==> config.mk <==
export PLATFORM = sky130hd
export DESIGN_NAME = branch_sequencer_flat
export DESIGN_NICKNAME = d
export VERILOG_FILES = /design/src/rtl/branch_sequencer_if.sv /design/src/rtl/branch_sequencer.sv /design/src/flat_wrapper.sv
export SDC_FILE = /design/constraint.sdc
export NUM_CORES = 1
export LEC_CHECK = 0
export CORE_AREA = 3 3 80 119
export CTS_CLUSTER_DIAMETER = 80
export DETAILED_ROUTE_END_ITERATION = 16
export DIE_AREA = 0 0 83 122
export GPL_TIMING_DRIVEN = 0
export MAX_ROUTING_LAYER = met4
export SETUP_SLACK_MARGIN = 0.3
export SKIP_LAST_GASP = 1
export SLEW_MARGIN = 20
export SYNTH_ARGS = -nofsm -noshare
export SYNTH_HDL_FRONTEND = slang
export SYNTH_SLANG_ARGS = --single-unit
==> constraint.sdc <==
create_clock -name clk -period 7.6 [get_ports clk]
set_clock_uncertainty 0.2 [all_clocks]
set_input_delay 1.52 -clock clk [delete_from_list [all_inputs] [get_ports clk]]
set_output_delay 1.52 -clock clk [all_outputs]
set_load 0.02 [all_outputs]
==> src/rtl/branch_sequencer_if.sv <==
// Bundles the request, instruction-byte FIFO and redirect/CX-writeback signals
// of branch_sequencer. The slave modport is the sequencer; master is its environment.
interface branch_sequencer_if;
    logic        start;
    logic [7:0]  opcode;
    logic [15:0] flags;
    logic [15:0] cx;
    logic [15:0] ip;
    logic        fifo_empty;
    logic [7:0]  fifo_rd_data;
    logic        fifo_rd_en;
    logic        busy;
    logic        done;
    logic        invalid;
    logic        jump;
    logic [15:0] jump_target;
    logic        cx_wr_en;
    logic [15:0] cx_wr_val;

    modport master (
        output start, opcode, flags, cx, ip, fifo_empty, fifo_rd_data,
        input  fifo_rd_en, busy, done, invalid, jump, jump_target, cx_wr_en, cx_wr_val
    );

    modport slave (
        input  start, opcode, flags, cx, ip, fifo_empty, fifo_rd_data,
        output fifo_rd_en, busy, done, invalid, jump, jump_target, cx_wr_en, cx_wr_val
    );
endinterface

==> src/rtl/branch_sequencer.sv <==
// Short conditional branch sequencer: Jcc 0x70-0x7F, plus LOOPNE/LOOPE/LOOP/JCXZ
// (0xE0-0xE3) when BRANCH_SEQ_LOOP_EN is defined.
module branch_sequencer (
    input  logic              clk,
    input  logic              reset_n,
    branch_sequencer_if.slave bus
);

    typedef enum logic [1:0] {IDLE, FETCH, RESOLVE} state_t;

    typedef struct packed {
        logic ovf;
        logic sf;
        logic zf;
        logic pf;
        logic cf;
    } flags_t;

    state_t      state;
    flags_t      flags_q;
    logic [3:0]  cc_q;
    logic [15:0] ip_q;

    logic        busy_q;
    logic        done_q;
    logic        invalid_q;
    logic        jump_q;
    logic [15:0] jump_target_q;
    logic        cx_wr_en_q;
    logic [15:0] cx_wr_val_q;

    logic        is_jcc;
    logic        supported;
    logic        taken;
    logic        pop;
    logic [15:0] target;

    assign is_jcc = (bus.opcode[7:4] == 4'h7);

`ifdef BRANCH_SEQ_LOOP_EN
    logic        loop_q;
    logic [15:0] cx_q;
    logic        is_loop;
    logic [15:0] cx_dec;
    logic        cx_write;

    assign is_loop   = (bus.opcode[7:2] == 6'b111000);
    assign supported = is_jcc | is_loop;
    assign cx_dec    = cx_q - 16'd1;
    // JCXZ (low bits 11) tests CX but never writes it back.
    assign cx_write  = loop_q && (cc_q[1:0] != 2'b11);
`else
    assign supported = is_jcc;
`endif

    function automatic logic cond_met(input logic [3:0] cc, input flags_t f);
        logic base;
        base = 1'b0;
        case (cc[3:1])
            3'd0: base = f.ovf;
            3'd1: base = f.cf;
            3'd2: base = f.zf;
            3'd3: base = f.cf | f.zf;
            3'd4: base = f.sf;
            3'd5: base = f.pf;
            3'd6: base = f.sf ^ f.ovf;
            3'd7: base = (f.sf ^ f.ovf) | f.zf;
            default: base = 1'b0;
        endcase
        return base ^ cc[0];
    endfunction

    // NOTE: every always_comb output gets a default first so no latch is inferred.
    always_comb begin
        taken = cond_met(cc_q, flags_q);
`ifdef BRANCH_SEQ_LOOP_EN
        if (loop_q) begin
            case (cc_q[1:0])
                2'b00:   taken = (cx_dec != 16'd0) && !flags_q.zf;
                2'b01:   taken = (cx_dec != 16'd0) && flags_q.zf;
                2'b10:   taken = (cx_dec != 16'd0);
                default: taken = (cx_q == 16'd0);
            endcase
        end
`endif
    end

    // Outcome is resolved in the pop cycle so the registered pulses land one cycle later.
    assign target = ip_q + 16'd1 + {{8{bus.fifo_rd_data[7]}}, bus.fifo_rd_data};
    assign pop    = (state == FETCH) && !bus.fifo_empty;

    assign bus.fifo_rd_en  = pop;
    assign bus.busy        = busy_q;
    assign bus.done        = done_q;
    assign bus.invalid     = invalid_q;
    assign bus.jump        = jump_q;
    assign bus.jump_target = jump_target_q;
    assign bus.cx_wr_en    = cx_wr_en_q;
    assign bus.cx_wr_val   = cx_wr_val_q;

    // NOTE: sequential state uses non-blocking assignments only, so every read sees pre-edge values.
    always_ff @(posedge clk or negedge reset_n) begin
        if (!reset_n) begin
            state         <= IDLE;
            flags_q       <= '0;
            cc_q          <= '0;
            ip_q          <= '0;
            busy_q        <= 1'b0;
            done_q        <= 1'b0;
            invalid_q     <= 1'b0;
            jump_q        <= 1'b0;
            jump_target_q <= '0;
            cx_wr_en_q    <= 1'b0;
            cx_wr_val_q   <= '0;
`ifdef BRANCH_SEQ_LOOP_EN
            loop_q        <= 1'b0;
            cx_q          <= '0;
`endif
        end else begin
            done_q        <= 1'b0;
            invalid_q     <= 1'b0;
            jump_q        <= 1'b0;
            jump_target_q <= '0;
            cx_wr_en_q    <= 1'b0;
            cx_wr_val_q   <= '0;

            case (state)
                IDLE: begin
                    if (bus.start) begin
                        if (supported) begin
                            state   <= FETCH;
                            busy_q  <= 1'b1;
                            cc_q    <= bus.opcode[3:0];
                            ip_q    <= bus.ip;
                            flags_q <= '{ovf: bus.flags[11], sf: bus.flags[7],
                                         zf: bus.flags[6], pf: bus.flags[2],
                                         cf: bus.flags[0]};
`ifdef BRANCH_SEQ_LOOP_EN
                            loop_q  <= is_loop;
                            cx_q    <= bus.cx;
`endif
                        end else begin
                            done_q    <= 1'b1;
                            invalid_q <= 1'b1;
                        end
                    end
                end
                FETCH: begin
                    if (pop) begin
                        state         <= RESOLVE;
                        done_q        <= 1'b1;
                        jump_q        <= taken;
                        jump_target_q <= taken ? target : 16'd0;
`ifdef BRANCH_SEQ_LOOP_EN
                        cx_wr_en_q    <= cx_write;
                        cx_wr_val_q   <= cx_write ? cx_dec : 16'd0;
`endif
                    end
                end
                RESOLVE: begin
                    state  <= IDLE;
                    busy_q <= 1'b0;
                end
                default: begin
                    state  <= IDLE;
                    busy_q <= 1'b0;
                end
            endcase
        end
    end

endmodule

==> src/flat_wrapper.sv <==
// flat-port wrapper written by rule: the top's interface ports become plain ports
module branch_sequencer_flat 
  (clk, reset_n, bus_start, bus_opcode, bus_flags, bus_cx, bus_ip, bus_fifo_empty, bus_fifo_rd_data, bus_fifo_rd_en, bus_busy, bus_done, bus_invalid, bus_jump, bus_jump_target, bus_cx_wr_en, bus_cx_wr_val);
  branch_sequencer_if bus_i ();
  input  logic clk;
  input  logic reset_n;
  input wire logic [$bits(bus_i.start)-1:0] bus_start;
  input wire logic [$bits(bus_i.opcode)-1:0] bus_opcode;
  input wire logic [$bits(bus_i.flags)-1:0] bus_flags;
  input wire logic [$bits(bus_i.cx)-1:0] bus_cx;
  input wire logic [$bits(bus_i.ip)-1:0] bus_ip;
  input wire logic [$bits(bus_i.fifo_empty)-1:0] bus_fifo_empty;
  input wire logic [$bits(bus_i.fifo_rd_data)-1:0] bus_fifo_rd_data;
  output wire logic [$bits(bus_i.fifo_rd_en)-1:0] bus_fifo_rd_en;
  output wire logic [$bits(bus_i.busy)-1:0] bus_busy;
  output wire logic [$bits(bus_i.done)-1:0] bus_done;
  output wire logic [$bits(bus_i.invalid)-1:0] bus_invalid;
  output wire logic [$bits(bus_i.jump)-1:0] bus_jump;
  output wire logic [$bits(bus_i.jump_target)-1:0] bus_jump_target;
  output wire logic [$bits(bus_i.cx_wr_en)-1:0] bus_cx_wr_en;
  output wire logic [$bits(bus_i.cx_wr_val)-1:0] bus_cx_wr_val;
  assign bus_i.start = bus_start;
  assign bus_i.opcode = bus_opcode;
  assign bus_i.flags = bus_flags;
  assign bus_i.cx = bus_cx;
  assign bus_i.ip = bus_ip;
  assign bus_i.fifo_empty = bus_fifo_empty;
  assign bus_i.fifo_rd_data = bus_fifo_rd_data;
  assign bus_fifo_rd_en = bus_i.fifo_rd_en;
  assign bus_busy = bus_i.busy;
  assign bus_done = bus_i.done;
  assign bus_invalid = bus_i.invalid;
  assign bus_jump = bus_i.jump;
  assign bus_jump_target = bus_i.jump_target;
  assign bus_cx_wr_en = bus_i.cx_wr_en;
  assign bus_cx_wr_val = bus_i.cx_wr_val;
  branch_sequencer u_core (.clk(clk), .reset_n(reset_n), .bus(bus_i));
endmodule
==> impl_metrics.csv <==
group,metric,value,unit
run_status,outcome,"finished, final reports clean",
routing,dr.first_iter.drc_count,44,
yosys,yosys.area_share.adder,8.173,%
finish,nFillCells,864,
routing,routed_wirelength,5.622,mm
min_path,min_path_type,"reg -> reg",
yosys,yosys.area.top_type_share,46.28,%
pwr,power_density,246.0,mW/mm2
pwr,peakVddDrop,107.1,uV
clocking,cts_tree,"done",
yosys,synth_area_leader_cell,"dfrtp_1",
critical_path,critPathRequiredTime,5880,ps
yosys,yosys_warnings,0,
critical_path,slowest_delay,710,ps
clocking,path_clk_slew,60,ps
routing,drtAntennaViolNets,0,
grt,globalRouteOverflowTotal,0,
yosys,ys_ff_latch,47,
critical_path,cp_num_buf_inv,2,
die,io_pins,106,
routing,vias,1913,
yosys,synth_area,0.002541,mm2
placed_design,port_buffers,61,
grt,grt_pass1_wl,8.983,mm
clocking,numCtsBuffers,5,
grt,antenna_found_initial,0,
clocking,cts_resized,0,
clocking,cts_root_buf,"clkbuf_16",
yosys,ys_seq_area_share,46.28,%
timing,setup_viol,0,
yosys,synth_top_family_by_area,"compound AO/OA/AOI/OAI gates",
timing,fin_setup_tns,0,ps
clocking,hold_buffers,0,
critical_path,worst-endpoint-arrival,3180,ps
timing,max_freq,204.2,MHz
yosys,synthTopCellsByArea,"dfrtp_1, mux2_2, ha_1",
timing,finalHoldViolCount,0,
finish,fin_nets,400,
routing,wl_per_cell,13.26,um
yosys,synthArstFlopShare,100.0,%
yosys,ys.flop_type,"dfrtp_1",
grt,first_global_vias,1955,
timing,tightest_slew,672.3,ps
yosys,synth.most_common_cell,"dfrtp_1",
yosys,synth_compound_area_share,15.31,%
yosys,yosysUniqueCellTypes,41,
yosys,syn_inst,231,
critical_path,crit_path_start_kind,"primary input",
yosys,synth_edf_count,0,
yosys,synthMuxAreaShare,11.23,%
yosys,avgSynthCellArea,11.00,um2
yosys,synth-xor-area-share,3.791,%
routing,detail_route.first_pass.iterations,4,
finish,num_antenna_cells,0,
grt,grt_use_total,11.46,%
die,die-area,0.01013,mm2
routing,drc,0,
clocking,cts_setup_buffers,0,
finish,final_layout_size_suffix_gt1_share,17.03,%
routing,via_per_inst,4.512,
die,die_w,83,um
finish,multiInputGateArea,0.001255,mm2
clocking,clock_latency,290,ps
die,coreArea,0.008516,mm2
die,initial_core_util,29.84,%
critical_path,cpLargestDelayFamily,"buffers and inverters",
die,die_height,122,um
clocking,clock_sinks,47,
timing,drv_slew,0,
timing,post-route-period-util,64.44,%
critical_path,endpoint_kind,"output pin",
finish,ff_latch_area,0.001176,mm2
critical_path,crit_top_cell,"clkdlybuf4s50_1",
pwr,power,0.0008731,W
timing,rsz0062_at_grt,"no",
critical_path,crit_slowest_cell,"clkdlybuf4s50_1",
timing,relSlewSlack,55.18,%
critical_path,path_class,"in -> out",
grt,grt_max_degree,33,
die,rows,41,
finish,syn_to_final_growth,39.68,%
clocking,h-tree-depth,2,
yosys,yosys.area_share.simple,8.370,%
critical_path,worstPathMaxFanout,5,
critical_path,cp_cell_sequence,"clkdlybuf4s50_1, nor3b_1, clkdlybuf4s50_1",
placed_design,dp_hpwl,4.547,mm
placed_design,gp_congestion,0.8512,
finish,utilization,41.68,%
run,drv_cap,0,
timing,min_period,4897,ps
pwr,p_leak,1.642,nW
clocking,cts_buffer_depth,2,
yosys,synth_common_cells,"dfrtp_1, mux2_2, buf_4",
through the flow:
stage | instance area, um2 | std cells | worst slack, ps | hold WS, ps
final | 3550 | 424 | 2703 | 279.1
after global routing | 3550 | 424 | 2639 | 313.9
after CTS | 3550 | 424 | 2666 | 278.5
after detailed placement | 3361 | 416 | 2675 | 270.8
after global placement | 3346 | 415 | 2680 | 268.0
after floorplan | 2601 | 247 | 3674 | 250.5
cell usage in the layout (no fill, tap or decap), types with 3 or more instances in the layout:
master and n:
clkbuf_1 3, o21ai_0 10, o21a_1 3, ha_1 15, nor3_1 3, nor2_1 16, inv_1 7, dfrtp_1 47
a21o_1 10, clkbuf_16 5, a21oi_1 15, nand2b_1 3, clkdlybuf4s50_1 60, conb_1 17, a211oi_1 4, nand2_1 12
mux2_2 23, and3_1 3, xor2_1 5, xnor2_1 6, buf_4 17
flip-flops by register name (all words and copies together), names as in the netlist:
register                flops
u_core.ip_q                16
u_core.bus.busy             1
u_core.flags_q              5
u_core.bus.jump_target     16
u_core.bus.jump             1
u_core.cc_q                 4
u_core.state                2
u_core.bus.done             1
u_core.bus.invalid          1
area by class of cell:
type / count / share of cell area [%]
multi-input combinational: 172 / 35.35
sequential: 47 / 33.13
tap: 107 / 3.772
clock inverter: 2 / 1.692
clock buffer: 6 / 3.631
buffer: 21 / 4.054
inverter: 7 / 0.7402
timing repair buffer: 62 / 17.62
report_power, final:
| part | internal (W) | switching [W] | total, W |
|---|---|---|---|
| Clock | 0.000189 | 0.0000912 | 0.000280 |
| Sequential | 0.000288 | 0.0000254 | 0.000314 |
| Combinational | 0.000141 | 0.000139 | 0.000280 |
| Total | 0.000618 | 0.000255 | 0.000873 |
logic make-up after synthesis:
kind of cell,after synthesis
flip-flops,47
buffers and inverters,28
multiplexers,25
adder cells (fa/ha/maj),16
AO/OA/AOI/OAI,58
other,1
XOR/XNOR,11
AND/OR/NAND/NOR,45
worst register-to-register path, cell delays in order, from the launching register on:
cell and delay (ps):
dfrtp_1 360, inv_1 70, ha_1 160, inv_1 60, fa_1 420, a211oi_1 320
o21bai_1 150, a21o_1 260, a21o_1 220, a211o_1 270, a21oi_1 110
routing by layer:
layer | part of all wire [%] | GRT usage (%)
met5 | 0 | -
met4 | 2.1 | 5.215
met3 | 4.1 | 1.624
met2 | 55 | 22.24
met1 | 39 | 11.11
path summary, 6_finish.rpt:
| check | start | end | slack (ps) | cells past startpoint |
|---|---|---|---|---|
| min in group asynchronous | reset_n | u_core.bus.jump_target[5]$_DFF_PN0_ | 940 | 1 |
| max in group asynchronous | reset_n | u_core.ip_q[7]$_DFFE_PN0P_ | 5770 | 2 |
| hold reg to reg | u_core.state[1]$_DFFE_PN0P_ | u_core.state[1]$_DFFE_PN0P_ | 280 | 1 |
| setup reg to reg | u_core.ip_q[0]$_DFFE_PN0P_ | u_core.bus.jump_target[12]$_DFF_PN0_ | 4920 | 10 |
| setup / recovery | bus_fifo_empty | bus_fifo_rd_en | 2700 | 3 |
| hold / removal | u_core.state[1]$_DFFE_PN0P_ | u_core.state[1]$_DFFE_PN0P_ | 280 | 1 |
Power figures use the tool's default switching activity.
